## config.mk

```make
export PLATFORM = sky130hd
export DESIGN_NAME = bounce_emulator
export DESIGN_NICKNAME = d
export VERILOG_FILES = /design/src/rtl/bounce_emulator_pkg.sv /design/src/rtl/bounce_emulator_lfsr16.sv /design/src/rtl/bounce_emulator.sv
export SDC_FILE = /design/constraint.sdc
export NUM_CORES = 1
export LEC_CHECK = 0
export ABC_AREA = 1
export CAP_MARGIN = 10
export CORE_MARGIN = 2
export CORE_UTILIZATION = 25
export DETAILED_ROUTE_END_ITERATION = 12
export PLACE_DENSITY_LB_ADDON = 0.12
export SLEW_MARGIN = 20
export SYNTH_ARGS = -nofsm -noshare
export SYNTH_HDL_FRONTEND = slang
export SYNTH_SLANG_ARGS = --single-unit
```

## constraint.sdc

```tcl
create_clock -name clk -period 2.6 [get_ports clk]
set_clock_uncertainty 0.2 [all_clocks]
set_input_delay 0.78 -clock clk [delete_from_list [all_inputs] [get_ports clk]]
set_output_delay 0.78 -clock clk [all_outputs]
set_load 0.02 [all_outputs]
```

## src/rtl/bounce_emulator_pkg.sv

```systemverilog
// Shared definitions for the bounce emulator: LFSR constants, channel FSM
// states and the per-channel debug view.
package bounce_emulator_pkg;

  localparam logic [15:0] LFSR_TAPS         = 16'hB400;
  localparam logic [15:0] LFSR_DEFAULT_SEED = 16'hACE1;

  typedef enum logic {
    CH_IDLE   = 1'b0,
    CH_BOUNCE = 1'b1
  } ch_state_e;

  typedef struct packed {
    ch_state_e state;
    logic      target;
    logic      out;
  } ch_dbg_t;

  function automatic int log2_ceil(input int value);
    return $clog2(value);
  endfunction

  // Galois form: shift right, fold the tap mask in when a one falls out.
  function automatic logic [15:0] lfsr_next(input logic [15:0] s);
    return s[0] ? ((s >> 1) ^ LFSR_TAPS) : (s >> 1);
  endfunction

endpackage

```

## src/rtl/bounce_emulator_lfsr16.sv

```systemverilog
// Free-running 16-bit Galois LFSR shared by all bounce channels.
module lfsr16
  import bounce_emulator_pkg::*;
#(
  parameter logic [15:0] seed = LFSR_DEFAULT_SEED
) (
  input  logic        clk,
  input  logic        rst,
  output logic [15:0] state
);

  always_ff @(posedge clk or posedge rst) begin
    if (rst) state <= seed;
    else     state <= lfsr_next(state);
  end

endmodule

```

## src/rtl/bounce_emulator.sv

```systemverilog
// Drives deliberately bouncy copies of clean levels: each accepted edge opens a
// window of pseudo-random toggles before the output settles on the new level.
module bounce_emulator
  import bounce_emulator_pkg::*;
#(
  parameter int          width                = 1,
  parameter int          bounce_cycles        = 2000,
  parameter int          toggle_interval_max  = 64,
  parameter logic [15:0] lfsr_seed            = LFSR_DEFAULT_SEED,
  parameter int          bounce_counter_width = log2_ceil(bounce_cycles + 1),
  parameter int          interval_width       = log2_ceil(toggle_interval_max)
) (
  input  logic             clk,
  input  logic             rst,
  input  logic             enable,
  input  logic [width-1:0] clean_signal,
  output logic [width-1:0] bouncy_signal,
  output logic [width-1:0] bouncing
);

  localparam logic [bounce_counter_width-1:0] BC_LOAD = bounce_counter_width'(bounce_cycles);
  localparam logic [bounce_counter_width-1:0] BC_ONE  = bounce_counter_width'(1);
  localparam logic [interval_width:0]         TC_ONE  = (interval_width + 1)'(1);

  logic [15:0] lfsr_state;

  // Per-channel state, observable for bound checkers.
  ch_dbg_t [width-1:0] chan_dbg;

  lfsr16 #(.seed(lfsr_seed)) u_lfsr (
    .clk   (clk),
    .rst   (rst),
    .state (lfsr_state)
  );

  for (genvar i = 0; i < width; i++) begin : g_ch
    localparam int ROT = (3 * i) % 16;

    ch_state_e                     state_q, state_d;
    logic                          target_q, target_d;
    logic                          out_q, out_d;
    logic [bounce_counter_width-1:0] bctr_q, bctr_d;
    logic [interval_width:0]       tctr_q, tctr_d;
    logic [interval_width-1:0]     draw;
    logic [interval_width:0]       interval;

    // Low bits of the LFSR rotated right by 3*i, so channels draw differently.
    always_comb begin
      draw = '0;
      for (int b = 0; b < interval_width; b++) begin
        draw[b] = lfsr_state[4'((b + ROT) % 16)];
      end
    end

    assign interval = {1'b0, draw} + TC_ONE;

    always_comb begin
      state_d  = state_q;
      target_d = target_q;
      out_d    = out_q;
      bctr_d   = bctr_q;
      tctr_d   = tctr_q;
      if (!enable) begin
        state_d  = CH_IDLE;
        target_d = clean_signal[i];
        out_d    = clean_signal[i];
      end else if (state_q == CH_IDLE) begin
        if (clean_signal[i] != target_q) begin
          state_d  = CH_BOUNCE;
          target_d = clean_signal[i];
          out_d    = clean_signal[i];
          bctr_d   = BC_LOAD;
          tctr_d   = interval;
        end
      end else begin
        if (tctr_q == TC_ONE) begin
          out_d  = ~out_q;
          tctr_d = interval;
        end else begin
          tctr_d = tctr_q - TC_ONE;
        end
        // A retrigger restarts the window; otherwise the window end wins over a toggle.
        if (clean_signal[i] != target_q) begin
          target_d = clean_signal[i];
          bctr_d   = BC_LOAD;
        end else if (bctr_q == BC_ONE) begin
          out_d   = target_q;
          state_d = CH_IDLE;
        end else begin
          bctr_d = bctr_q - BC_ONE;
        end
      end
    end

    always_ff @(posedge clk or posedge rst) begin
      if (rst) begin
        state_q  <= CH_IDLE;
        target_q <= 1'b0;
        out_q    <= 1'b0;
        bctr_q   <= '0;
        tctr_q   <= '0;
      end else begin
        state_q  <= state_d;
        target_q <= target_d;
        out_q    <= out_d;
        bctr_q   <= bctr_d;
        tctr_q   <= tctr_d;
      end
    end

    assign bouncy_signal[i] = out_q;
    assign bouncing[i]      = (state_q == CH_BOUNCE);
    assign chan_dbg[i]      = '{state: state_q, target: target_q, out: out_q};
  end

  // LFSR bits no channel draws, and the debug view, have no other reader here.
  logic unused_bits;
  assign unused_bits = ^{lfsr_state, chan_dbg};

endmodule

```

==> summary.md, run 1 <==
| Metric | Value |
|---|---|
| Total global routing track utilization | `10.18%` |
| Logic pwr share | `27.1%` |
| Final wirelength | `3939 um` |
| Standard cell with the maximum stage delay on the critical path | `sky130_fd_sc_hd__clkdlybuf4s50_1` |
| Path depth of the worst reg2reg path | `9` |
| Final min period | `2.424 ns` |
| Dominant cells by area after synthesis | `sky130_fd_sc_hd__dfrtp_1 (37%), sky130_fd_sc_hd__dfstp_2 (11%), sky130_fd_sc_hd__nand2_1 (11%)` |
| Cell count of the worst hold path | `0` |
| Outcome | `finished clean` |
| Setup slack after placement | `0.03226 ns` |
| Top-level port count | `6` |
| End of the worst register-to-register path | `g_ch[0].tctr_q[1]$_DFFE_PP0P_` |
| WS Path Type | `flip-flop to primary output` |
| Capturing element type of the critical path | `primary output` |
| Setup TNS after final layout | `0 ns` |
| Finish-stage setup viols | `0` |
| Cell taking the most area after synthesis | `sky130_fd_sc_hd__dfrtp_1` |
| X dimension of the die | `about 92 um` |
| Fmax | `0.4126 GHz` |
| Synthesized area divided by synthesized cell count | `8.775 sq um` |
| Wire length of the first global-routing pass | `6734 um` |
| Per-cell via count in the routed design | `4.298` |
| Relative slew slack | `between 60% and 70%` |
| Worst endpoint required time | `roughly 1.6 ns` |
| Startpoint of the most critical register-to-register path | `g_ch[0].tctr_q[1]$_DFFE_PP0P_` |
| Sequential share of power | `46.3%` |
| RSZ-0062 raised after global routing | `no` |
| Count of standard-cell rows | `32` |
| Proportion of layout cells with a drive suffix above 1 | `16.67%` |
| Net switching component of the power | `558.8 uW` |
| Number of hold violations in the final report | `0` |
| CTS max path bufs | `2` |
| Final antenna diode count | `0` |
| Number of hold-repair buffers added at the cts stage | `0` |
| Syn. warnings | `0` |
| Int Pwr | `978.9 uW` |
| Fin worst setup slack | `0.1764 ns` |
| Initial Util | `25.49%` |
| Level count of the clock H-tree | `2` |
| Dominant delay contributor by cell family on the critical path | `buffers and inverters` |
| Floorplan core area | `~7600 sq um` |
| Clk slew on worst S/H paths | `0.08 ns` |
| Mapped Cells | `221` |
| Power Total | `1.538 mW` |
| Total power divided by cell area | `700.7 nW/um^2` |
| Number of different library cells in the post-synthesis netlist | `30` |
| Count of fill cells added during filler insertion | `835` |
| Post-synthesis sequential area ratio | `48.26%` |
| Post-route antenna net violation count | `0` |
| Synth top area share | `37.42%` |
| Max-slew violation total from the final report | `0` |
| Worst Setup Start Kind | `flip-flop` |
| Initial DRT Pass Iterations | `4` |
| Vias in the first global route | `1,391` |
| CP Buf/Inv Count | `1` |
| Class of the worst hold path | `flip-flop to flip-flop` |
| Pin count of the biggest net entering global routing | `38` |
| Residual DRC | `0` |
| Commonest non-fill, non-tap cell in the layout | `sky130_fd_sc_hd__nand2_1` |
| Fraction of the cycle the final worst path needs | `93.22%` |
| Routed len/inst | `11.72 um` |
| Switching part of the total power | `between 30% and 40%` |
| Largest driver fanout on the critical path | `7` |
| Cell-by-cell listing of the critical path | `clkdlybuf4s50_1` |
| Number of buffers created by CTS | `5` |
| Post-Synthesis Cell Area | `1939 sq um` |
| Residual overflow from global routing | `0` |
| CTS tree | `yes` |
| Number of flip-flops and latches in the synthesized netlist | `37` |
| Gpl congestion | `0.7573` |
| Max-cap violation count | `0` |
| Full die area | `~8500 sq um` |
| Number of buffers inserted by port buffering | `5` |
| Detailed Route Iter0 Violations | `89` |
| Worst hold margin | `0.1533 ns` |
| Top library cells by usage in the layout, fill and taps aside | `sky130_fd_sc_hd__nand2_1 (55), sky130_fd_sc_hd__dfrtp_1 (29), sky130_fd_sc_hd__inv_1 (22), sky130_fd_sc_hd__nor2_1 (20), sky130_fd_sc_hd__nand3_1 (13)` |
| Clock insertion delay at the later pin of the skew report | `~0.29 ns` |
| Number of nets in the layout | `242` |
| Cell at the root of the clock tree | `sky130_fd_sc_hd__clkbuf_8` |
| CTS resizes | `0` |
| Hold endpoint | `u_lfsr.state[11]$_DFF_PP1_` |
| Buffers inserted by post-CTS timing repair | `0` |
| Number of vias after detailed routing | `approximately 1.4k` |
| Critical path's largest stage delay | `approximately 0.65 ns` |
| Reg-to-reg slack, setup | `just under 0.7 ns` |
| Hold path start | `u_lfsr.state[12]$_DFF_PP0_` |
| Measured slew at the worst slew-check pin | `0.4945 ns` |
| Signed area change from the synthesized netlist to the final layout | `13.16%` |
| Half-perimeter wire length after placement | `2760 um` |
| Critical path arrival | `1.44 ns` |
| Die extent in y | `92.08 um` |
| Antenna violations before repair | `0` |
| Final core utilization | `28.85%` |
| Max IR drop VDD | `0.0001693 V` |
| Clock power share | `26.6%` |
| Lkg Pwr | `1.028 nW` |
| Post-synth net total | `230` |
| Num Clock Sinks | `37` |
==> through the flow <==
step | std cells | instance area [sq um]
finish | 336 | 2195
global route | 336 | 2195
CTS | 336 | 2195
detailed placement | 328 | 2108
global placement | 328 | 2108
floorplan | 221 | 1939
==> cell families after synthesis <==
| logic type | count (synthesis) | share of synthesized area (%) |
|---|---|---|
| AO/OA/AOI/OAI | 24 | 7.354 |
| XOR/XNOR | 8 | 3.613 |
| adder cells (fa/ha/maj) | 5 | 3.226 |
| buffers and inverters | 27 | 6.451 |
| flip-flops | 37 | 48.26 |
| AND/OR/NAND/NOR | 120 | 31.10 |
==> metal layers <==
metal  part of all wire (%)  vias up  global-route usage (%)  wire (um)
met5                      0        -                       0          0
met4                    1.4        0                   3.358         55
met3                    3.6        6                   3.451        140
met2                     44       18                   15.26       1735
met1                     51      684                   13.77       2008
li1                       -      736                       -          -
==> area by class of cell <==
type / count / area [sq um] / share of cell area, %
flip-flops and latches: 37 / 935.9 / 42.65
inverters: 23 / 86.33 / 3.934
multi-input cells: 157 / 878.3 / 40.02
clock buffers: 5 / 68.82 / 3.136
clock inverters: 3 / 17.52 / 0.7982
repair buffers: 9 / 80.08 / 3.649
well taps: 102 / 127.6 / 5.815
==> state kept, by name, indices dropped and copies added, names as in the netlist <==
signal and flops:
bouncing 1, u_lfsr.state 16, g_ch.bctr_q 11, g_ch.tctr_q 7, bouncy_signal 1, g_ch.target_q 1
==> worst max-delay path by stage <==
| stage | start | end | slack [ns] | cells after the start |
|---|---|---|---|---|
| 4_1_cts | bouncing$_DFF_PP0_ | bouncing | 0.16 | 1 |
| 5_1_grt | bouncing$_DFF_PP0_ | bouncing | 0.10 | 1 |
| 3_3_place_gp | clean_signal | g_ch[0].bctr_q[7]$_DFFE_PP0P_ | 0.09 | 10 |
| 3_5_place_dp | clean_signal | g_ch[0].bctr_q[7]$_DFFE_PP0P_ | 0.03 | 10 |
| 2_1_floorplan | clean_signal | g_ch[0].bctr_q[5]$_DFFE_PP0P_ | 0.71 | 11 |
| 6_report | bouncing$_DFF_PP0_ | bouncing | 0.18 | 1 |
==> power by group through the flow <==
stage | logic (mW) | registers [mW] | clock network [mW]
after floorplan | 0.328 | 0.709 | 0
after global placement | 0.434 | 0.723 | 0
after detailed placement | 0.420 | 0.723 | 0
after CTS | 0.423 | 0.712 | 0.434
after global routing | 0.475 | 0.720 | 0.457
final | 0.417 | 0.712 | 0.409
==> synthesized netlist by cell type (all sizes together) <==
library cell,number
dlygate4sd1,1
nand3b,4
nor2,27
dfrtp,29
dfstp,8
nand3,14
buf,2
xnor2,3
o21bai,3
inv,23
xor2,5
nand4,6
nor3b,1
nand2,63
o21ai,10
a21oi,8
o211ai,3
nor3,5
clkbuf,1
ha,5
(Power assumes the default switching activity.)
==> inputs of run 2 (changes only) <==
==> constraint.sdc (replaced) <==
create_clock -name clk -period 2.6 [get_ports clk]
set_clock_uncertainty 0.2 [all_clocks]
set_input_delay 0.78 -clock clk [delete_from_list [all_inputs] [get_ports clk]]
set_output_delay 0.78 -clock clk [all_outputs]
set_load 0.01 [all_outputs]
==> results of run 2 <==
The final DEF is identical to that of run 1. Status: finished clean.
Main changes from that run: setup slack after layout 0.1764 ns -> 0.2441 ns; total power 1.538 mW -> 1.534 mW
